===== src/rtl/dmem_bus_if_pkg.sv =====
// Shared types and constants for the data-memory bus adapter.
package dmem_bus_if_pkg;

  localparam int                   REG_BUS_W   = 32;
  localparam logic [REG_BUS_W-1:0] ZERO_WORD   = '0;
  localparam logic                 CHIP_ENABLE = 1'b1;

  typedef enum logic [2:0] {
    DMEM_IDLE  = 3'd0,
    DMEM_REQ   = 3'd1,
    DMEM_WAIT  = 3'd2,
    DMEM_DONE  = 3'd3,
    DMEM_DRAIN = 3'd4
  } dmem_state_e;

  // An access is in flight on the bus while requesting or awaiting read data.
  function automatic logic in_flight(dmem_state_e s);
    return (s == DMEM_REQ) || (s == DMEM_WAIT);
  endfunction

endpackage


===== src/rtl/dmem_watchdog.sv =====
`ifdef DMEM_TIMEOUT_EN
// dmem_watchdog: counts cycles while run_i is high and clears when low; expired_o is asserted
// combinationally in the TIMEOUT_CYCLES-th running cycle. Present only with DMEM_TIMEOUT_EN.
module dmem_watchdog #(
  parameter int TIMEOUT_CYCLES = 255,
  parameter int CNT_W          = 8
) (
  input  logic clk,
  input  logic rst,
  input  logic run_i,
  output logic expired_o
);

  logic [CNT_W-1:0] cnt_q, cnt_d;

  always_comb begin
    cnt_d = '0;
    if (run_i) cnt_d = cnt_q + CNT_W'(1);
  end

  always_ff @(posedge clk or negedge rst) begin
    if (!rst) cnt_q <= '0;
    else      cnt_q <= cnt_d;
  end

  assign expired_o = run_i && (cnt_q == CNT_W'(TIMEOUT_CYCLES - 1));

endmodule
`endif


===== src/rtl/dmem_bus_if.sv =====
// dmem_bus_if: MEM-stage to req/gnt/rvalid bus adapter; loads stall >=3 cycles, stores >=2.
// Holds MEM via stallreq_o, keeps bus_* stable until gnt, honours stall_i in DONE; DMEM_TIMEOUT_EN adds a watchdog.
module dmem_bus_if
  import dmem_bus_if_pkg::*;
#(
  parameter int TIMEOUT_CYCLES = 255,
  parameter int CNT_W          = 8
) (
  input  logic        clk,
  input  logic        rst,
  input  logic        mem_ce_i,
  input  logic        mem_we_i,
  input  logic [31:0] mem_addr_i,
  input  logic [3:0]  mem_sel_i,
  input  logic [31:0] mem_data_i,
  output logic [31:0] mem_data_o,
  input  logic        stall_i,
  input  logic        flush_i,
  output logic        stallreq_o,
  output logic        bus_req_o,
  output logic        bus_we_o,
  output logic [31:0] bus_addr_o,
  output logic [3:0]  bus_sel_o,
  output logic [31:0] bus_wdata_o,
  input  logic        bus_gnt_i,
  input  logic        bus_rvalid_i,
  input  logic [31:0] bus_rdata_i,
  output logic        bus_err_o
);

  dmem_state_e          state_q, state_d;
  logic                 we_q, we_d;
  logic [REG_BUS_W-1:0] addr_q, addr_d;
  logic [REG_BUS_W-1:0] wdata_q, wdata_d;
  logic [REG_BUS_W-1:0] rdata_q, rdata_d;
  logic [3:0]           sel_q, sel_d;
  logic                 err_q, err_d;
  logic                 timeout;

`ifdef DMEM_TIMEOUT_EN
  dmem_watchdog #(
    .TIMEOUT_CYCLES(TIMEOUT_CYCLES),
    .CNT_W         (CNT_W)
  ) u_watchdog (
    .clk      (clk),
    .rst      (rst),
    .run_i    (in_flight(state_q)),
    .expired_o(timeout)
  );
`else
  logic unused_cfg;
  assign unused_cfg = (TIMEOUT_CYCLES != 0) ^ (CNT_W != 0);
  assign timeout    = 1'b0;
`endif

  always_comb begin
    state_d    = state_q;
    we_d       = we_q;
    addr_d     = addr_q;
    sel_d      = sel_q;
    wdata_d    = wdata_q;
    rdata_d    = rdata_q;
    err_d      = 1'b0;
    bus_req_o  = 1'b0;
    stallreq_o = in_flight(state_q);

    case (state_q)
      DMEM_IDLE: begin
        stallreq_o = mem_ce_i;
        if (mem_ce_i == CHIP_ENABLE && !flush_i) begin
          we_d    = mem_we_i;
          addr_d  = mem_addr_i;
          sel_d   = mem_sel_i;
          wdata_d = mem_data_i;
          state_d = DMEM_REQ;
        end
      end
      DMEM_REQ: begin
        bus_req_o = 1'b1;
        // A store is committed at grant, so a flush then has nothing left to undo.
        if (flush_i) begin
          state_d = (bus_gnt_i && !we_q) ? DMEM_DRAIN : DMEM_IDLE;
        end else if (bus_gnt_i) begin
          state_d = we_q ? DMEM_DONE : DMEM_WAIT;
        end else if (timeout) begin
          err_d   = 1'b1;
          rdata_d = ZERO_WORD;
          state_d = DMEM_DONE;
        end
      end
      DMEM_WAIT: begin
        // A response arriving with the flush is already consumed; no drain needed.
        if (flush_i) begin
          state_d = bus_rvalid_i ? DMEM_IDLE : DMEM_DRAIN;
        end else if (bus_rvalid_i) begin
          rdata_d = bus_rdata_i;
          state_d = DMEM_DONE;
        end else if (timeout) begin
          err_d   = 1'b1;
          rdata_d = ZERO_WORD;
          state_d = DMEM_DONE;
        end
      end
      DMEM_DONE: begin
        if (flush_i || !stall_i) state_d = DMEM_IDLE;
      end
      DMEM_DRAIN: begin
        if (bus_rvalid_i) state_d = DMEM_IDLE;
      end
      default: state_d = DMEM_IDLE;
    endcase
  end

  always_ff @(posedge clk or negedge rst) begin
    if (!rst) begin
      state_q <= DMEM_IDLE;
      we_q    <= 1'b0;
      addr_q  <= ZERO_WORD;
      sel_q   <= 4'b0;
      wdata_q <= ZERO_WORD;
      rdata_q <= ZERO_WORD;
      err_q   <= 1'b0;
    end else begin
      state_q <= state_d;
      we_q    <= we_d;
      addr_q  <= addr_d;
      sel_q   <= sel_d;
      wdata_q <= wdata_d;
      rdata_q <= rdata_d;
      err_q   <= err_d;
    end
  end

  assign mem_data_o  = rdata_q;
  assign bus_we_o    = we_q;
  assign bus_addr_o  = addr_q;
  assign bus_sel_o   = sel_q;
  assign bus_wdata_o = wdata_q;
  assign bus_err_o   = err_q;

endmodule


===== config.mk =====
export PLATFORM = sky130hd
export DESIGN_NAME = dmem_bus_if
export DESIGN_NICKNAME = d
export VERILOG_FILES = /design/src/rtl/dmem_bus_if_pkg.sv /design/src/rtl/dmem_watchdog.sv /design/src/rtl/dmem_bus_if.sv
export SDC_FILE = /design/constraint.sdc
export NUM_CORES = 1
export LEC_CHECK = 0
export ABC_AREA = 1
export BUFFER_PORTS_ARGS = -buffer_cell sky130_fd_sc_hd__buf_2
export CAP_MARGIN = 10
export CORE_MARGIN = 2
export CORE_UTILIZATION = 47
export CTS_BUF_LIST = sky130_fd_sc_hd__clkbuf_4 sky130_fd_sc_hd__clkbuf_8
export DETAILED_ROUTE_END_ITERATION = 7
export GPL_TIMING_DRIVEN = 0
export PLACE_DENSITY_LB_ADDON = 0.2
export SLEW_MARGIN = 15
export SYNTH_ARGS = -nofsm -noshare
export SYNTH_HDL_FRONTEND = slang
export SYNTH_SLANG_ARGS = --single-unit

===== constraint.sdc =====
create_clock -name clk -period 1.5 [get_ports clk]
set_input_delay 0.3 -clock clk [delete_from_list [all_inputs] [get_ports clk]]
set_output_delay 0.3 -clock clk [all_outputs]
set_load 0.02 [all_outputs]

==> results.cfg <==
[die]
num_io_pins = 212
fp.dieArea_sq_mm = 0.00971
coreArea_sq_mm = 0.00868
starting_density_of_the_core = 0.484
die_y_microns = 98.6
row_count = 34
die_w_microns = 98.6

[routing]
first_pass_iters = 4
postRouteAntennaNets = 0
wirelength_mm = 10.6
route.detailed.vias_per_inst = 4.58
post_drt_wl_per_cell_microns = 12.9
drt_first_iter_violations = 134
routed-via-count = 3744
post-route-drc-count = 0

[timing]
timing.final.max_slew_violations = 0
grt_setup_unrepaired = yes
finalWorstSetupSlack_ns = -0.122
max_clock_freq_mhz = 616
post-route-min-period_ns = 1.62
hold_violations = 0
timing.final.setup_violations = 37
fin_clk_skew_ns = 0.0183
period_share = 1.08

[synth]
ys_async_sr_fraction = 1.00
post_synthesis_sequential_area_ratio = 0.619
synth_nets = 579
postSynthAreaPerCell_sq_um = 8.92
post-synth-top-area-cell = sky130_fd_sc_hd__dfrtp_1
post_synthesis_instance_area_sq_mm = 0.00420
synth_ff_type = sky130_fd_sc_hd__dfrtp_1
synth_seq_cells = 104
post_synth_inst_count = 471
synthesis_warnings = 0
post_synth_main_area_contributors = sky130_fd_sc_hd__dfrtp_1, sky130_fd_sc_hd__nand2_1, sky130_fd_sc_hd__o21ai_0
synth.distinct_cells = 20
synthMostInstantiatedCell = sky130_fd_sc_hd__nand2_1
yosys-top-cells-count = sky130_fd_sc_hd__nand2_1, sky130_fd_sc_hd__inv_1, sky130_fd_sc_hd__dfrtp_1, sky130_fd_sc_hd__o21ai_0, sky130_fd_sc_hd__o21ai_1
synth_top_cell_area_share = 0.619
synth_enable_flop_cells = 0

[cts]
numClockSinks = 104
cts_root_buf = sky130_fd_sc_hd__clkbuf_8
cts_made_buffers = 9
number_of_buffers_on_the_longest_clock_path = 2
clock_slew_at_the_register_clock_pins_of_the_worst_setup_and_hold_paths_ns = 0.11
cts.htree.levels = 3
clock_insertion_delay_worst_skew_ns = 0.36
tritoncts_clock_tree = built

[pwr]
clk_network_pwr_share = 0.146
power.share.combinational = 0.461
switching_power_as_a_share_of_total_power = 0.427
worst_supply_voltage_drop_on_vdd_uv = 1090
power.static_leakage_nw = 3.56
seq_power_share = 0.393
p_sw_w = 0.00524
powerDensity_mw_per_mm2 = 2080
total_internal_power_w = 0.00703

[place]
place.detailed.hpwl_mm = 7.64
place.detailed.instances = 790
routability_cong = 0.783
numPortBuffers = 210
pre_cts_ws_ns = -0.0470

[critical_path]
critPathArrivalTime_ns = 1.32
crit_path_start_kind = flip-flop
ff2ff_setup_slack_ns = -0.11
critical-path-max-stage-delay_ns = 0.47
crit_path_top_delay_cell = sky130_fd_sc_hd__dfrtp_2
endpoint_kind = primary output
path_class = flip-flop to primary output
cp_data_required_time_ns = 1.20
worst-path-max-fanout = 5
cells_traversed_along_the_worst_timing_path = nor3_4 > nand2_1 > nand3_2 > buf_6

[flow_run]
maxCapViolations = 0

[outcome]
violations = setup timing
result_of_the_run = complete, but fails checks

[global_route]
largest_net_degree_at_the_start_of_global_routing = 59
globalRouteTotalUtil = 0.221
grt_remaining_overflow = 0
grt_first_pass_wirelength_mm = 17.3
grt_antenna_before_repair = 0
vias_in_the_first_global_route = 3685

[layout]
nNetsFinal = 812
drive_gt1_frac = 0.399
diodes_inserted = 0
final.fill_count = 755
layout.core_utilization = 0.681
multi_input_comb_area_sq_mm = 0.00114
finalNonFillerCells = 817
seq_area_sq_mm = 0.00261
area_growth_syn_to_layout_pct = 40.6

[worst_hold_path]
min-delay-path-class = primary input to flip-flop
## routing by layer
layer	up-vias	track usage	part of all wire
li1	1885	-	-
met1	1707	0.265	0.40
met2	136	0.376	0.50
met3	16	0.0787	0.073
met4	0	0.0695	0.021
met5	-	0	0
## state kept, by name, indices dropped and copies added (netlist names)
| register | count |
|---|---|
| bus_sel_o | 4 |
| bus_addr_o | 32 |
| state_q | 3 |
| bus_wdata_o | 32 |
| bus_we_o | 1 |
| mem_data_o | 32 |
## layout by cell type, fill, tap and decap left out, types with 2 or more instances in the layout
cell type,synthesis,final
sky130_fd_sc_hd__buf_2,8,210
sky130_fd_sc_hd__inv_1,106,105
sky130_fd_sc_hd__nand2_1,112,102
sky130_fd_sc_hd__dfrtp_1,104,102
sky130_fd_sc_hd__o21ai_0,80,50
sky130_fd_sc_hd__o21ai_1,22,50
sky130_fd_sc_hd__buf_4,1,15
sky130_fd_sc_hd__nand2_2,0,10
sky130_fd_sc_hd__buf_6,4,10
sky130_fd_sc_hd__clkbuf_8,0,9
sky130_fd_sc_hd__nand3_1,8,6
sky130_fd_sc_hd__nor2_1,7,5
sky130_fd_sc_hd__nand3_4,1,3
sky130_fd_sc_hd__inv_2,1,2
sky130_fd_sc_hd__clkbuf_2,4,2
sky130_fd_sc_hd__buf_8,0,2
sky130_fd_sc_hd__o21ai_2,0,2
sky130_fd_sc_hd__nand4_1,2,2
sky130_fd_sc_hd__a21oi_1,2,2
sky130_fd_sc_hd__clkbuf_4,0,2
sky130_fd_sc_hd__clkinv_4,0,2
sky130_fd_sc_hd__buf_16,0,2
sky130_fd_sc_hd__dfrtp_2,0,2
## per-stage QoR
stage	TNS, ns	hold slack [ns]	instance area, sq um	total power (W)
after floorplan	0	0.00441	4200	0.00795
after global placement	-100.36	0.461	5390	0.00982
after detailed placement	-0.468	0.266	5420	0.00999
after CTS	-1.49	0.137	5850	0.0123
after global routing	-4.63	0.145	5910	0.0131
final	-2.05	0.162	5910	0.0123
## power by group through the flow
stage	Combinational [W]	Sequential (W)	Clock [W]
4_1_cts	0.00560	0.00480	0.00185
5_1_grt	0.00615	0.00498	0.00195
2_1_floorplan	0.00155	0.00640	0
6_report	0.00565	0.00482	0.00180
3_5_place_dp	0.00517	0.00482	0
3_3_place_gp	0.00504	0.00478	0
## repair_timing
action / CTS / global route
resized for setup: 49 / 51
setup buffers: 6 / 0
endpoints found under the hold margin: 46 / 0
setup endpoints to repair: 30 / 102
gates cloned: 4 / 0
hold buffers: 1 / 0
pin swaps: 2 / 0
## critical path, delay by kind of cell (launching register included)
kind | cells | cell delay (ns)
DFF | 1 | 0.47
buffers and inverters | 1 | 0.11
and+or+nand+nor | 3 | 0.40
## cell type report
type	count	area share
Buffer	22	0.0328
Clock buffer	10	0.0222
Clock inverter	6	0.0127
Inverter	107	0.0680
Multi-Input combinational cell	238	0.193
Sequential cell	104	0.441
Tap cell	108	0.0229
Timing Repair Buffer	222	0.208
## path summary, 6_finish.rpt
path	cells past startpoint	endpoint	startpoint
max	4	stallreq_o	state_q[0]
min	3	bus_addr_o[30]	mem_addr_i[30]
max reg2reg	8	bus_addr_o[4]	state_q[0]
min reg2reg	2	mem_data_o[16]	mem_data_o[16]
max in group asynchronous	3	mem_data_o[21]	rst
min in group asynchronous	2	bus_addr_o[18]	rst
## logic make-up after synthesis
group,Yosys count,synth area share
compound gates,104,0.124
buf+inv,129,0.127
flops,104,0.619
other cells,1,0.000892
simple gates,133,0.129
Power figures use the tool's default switching activity.
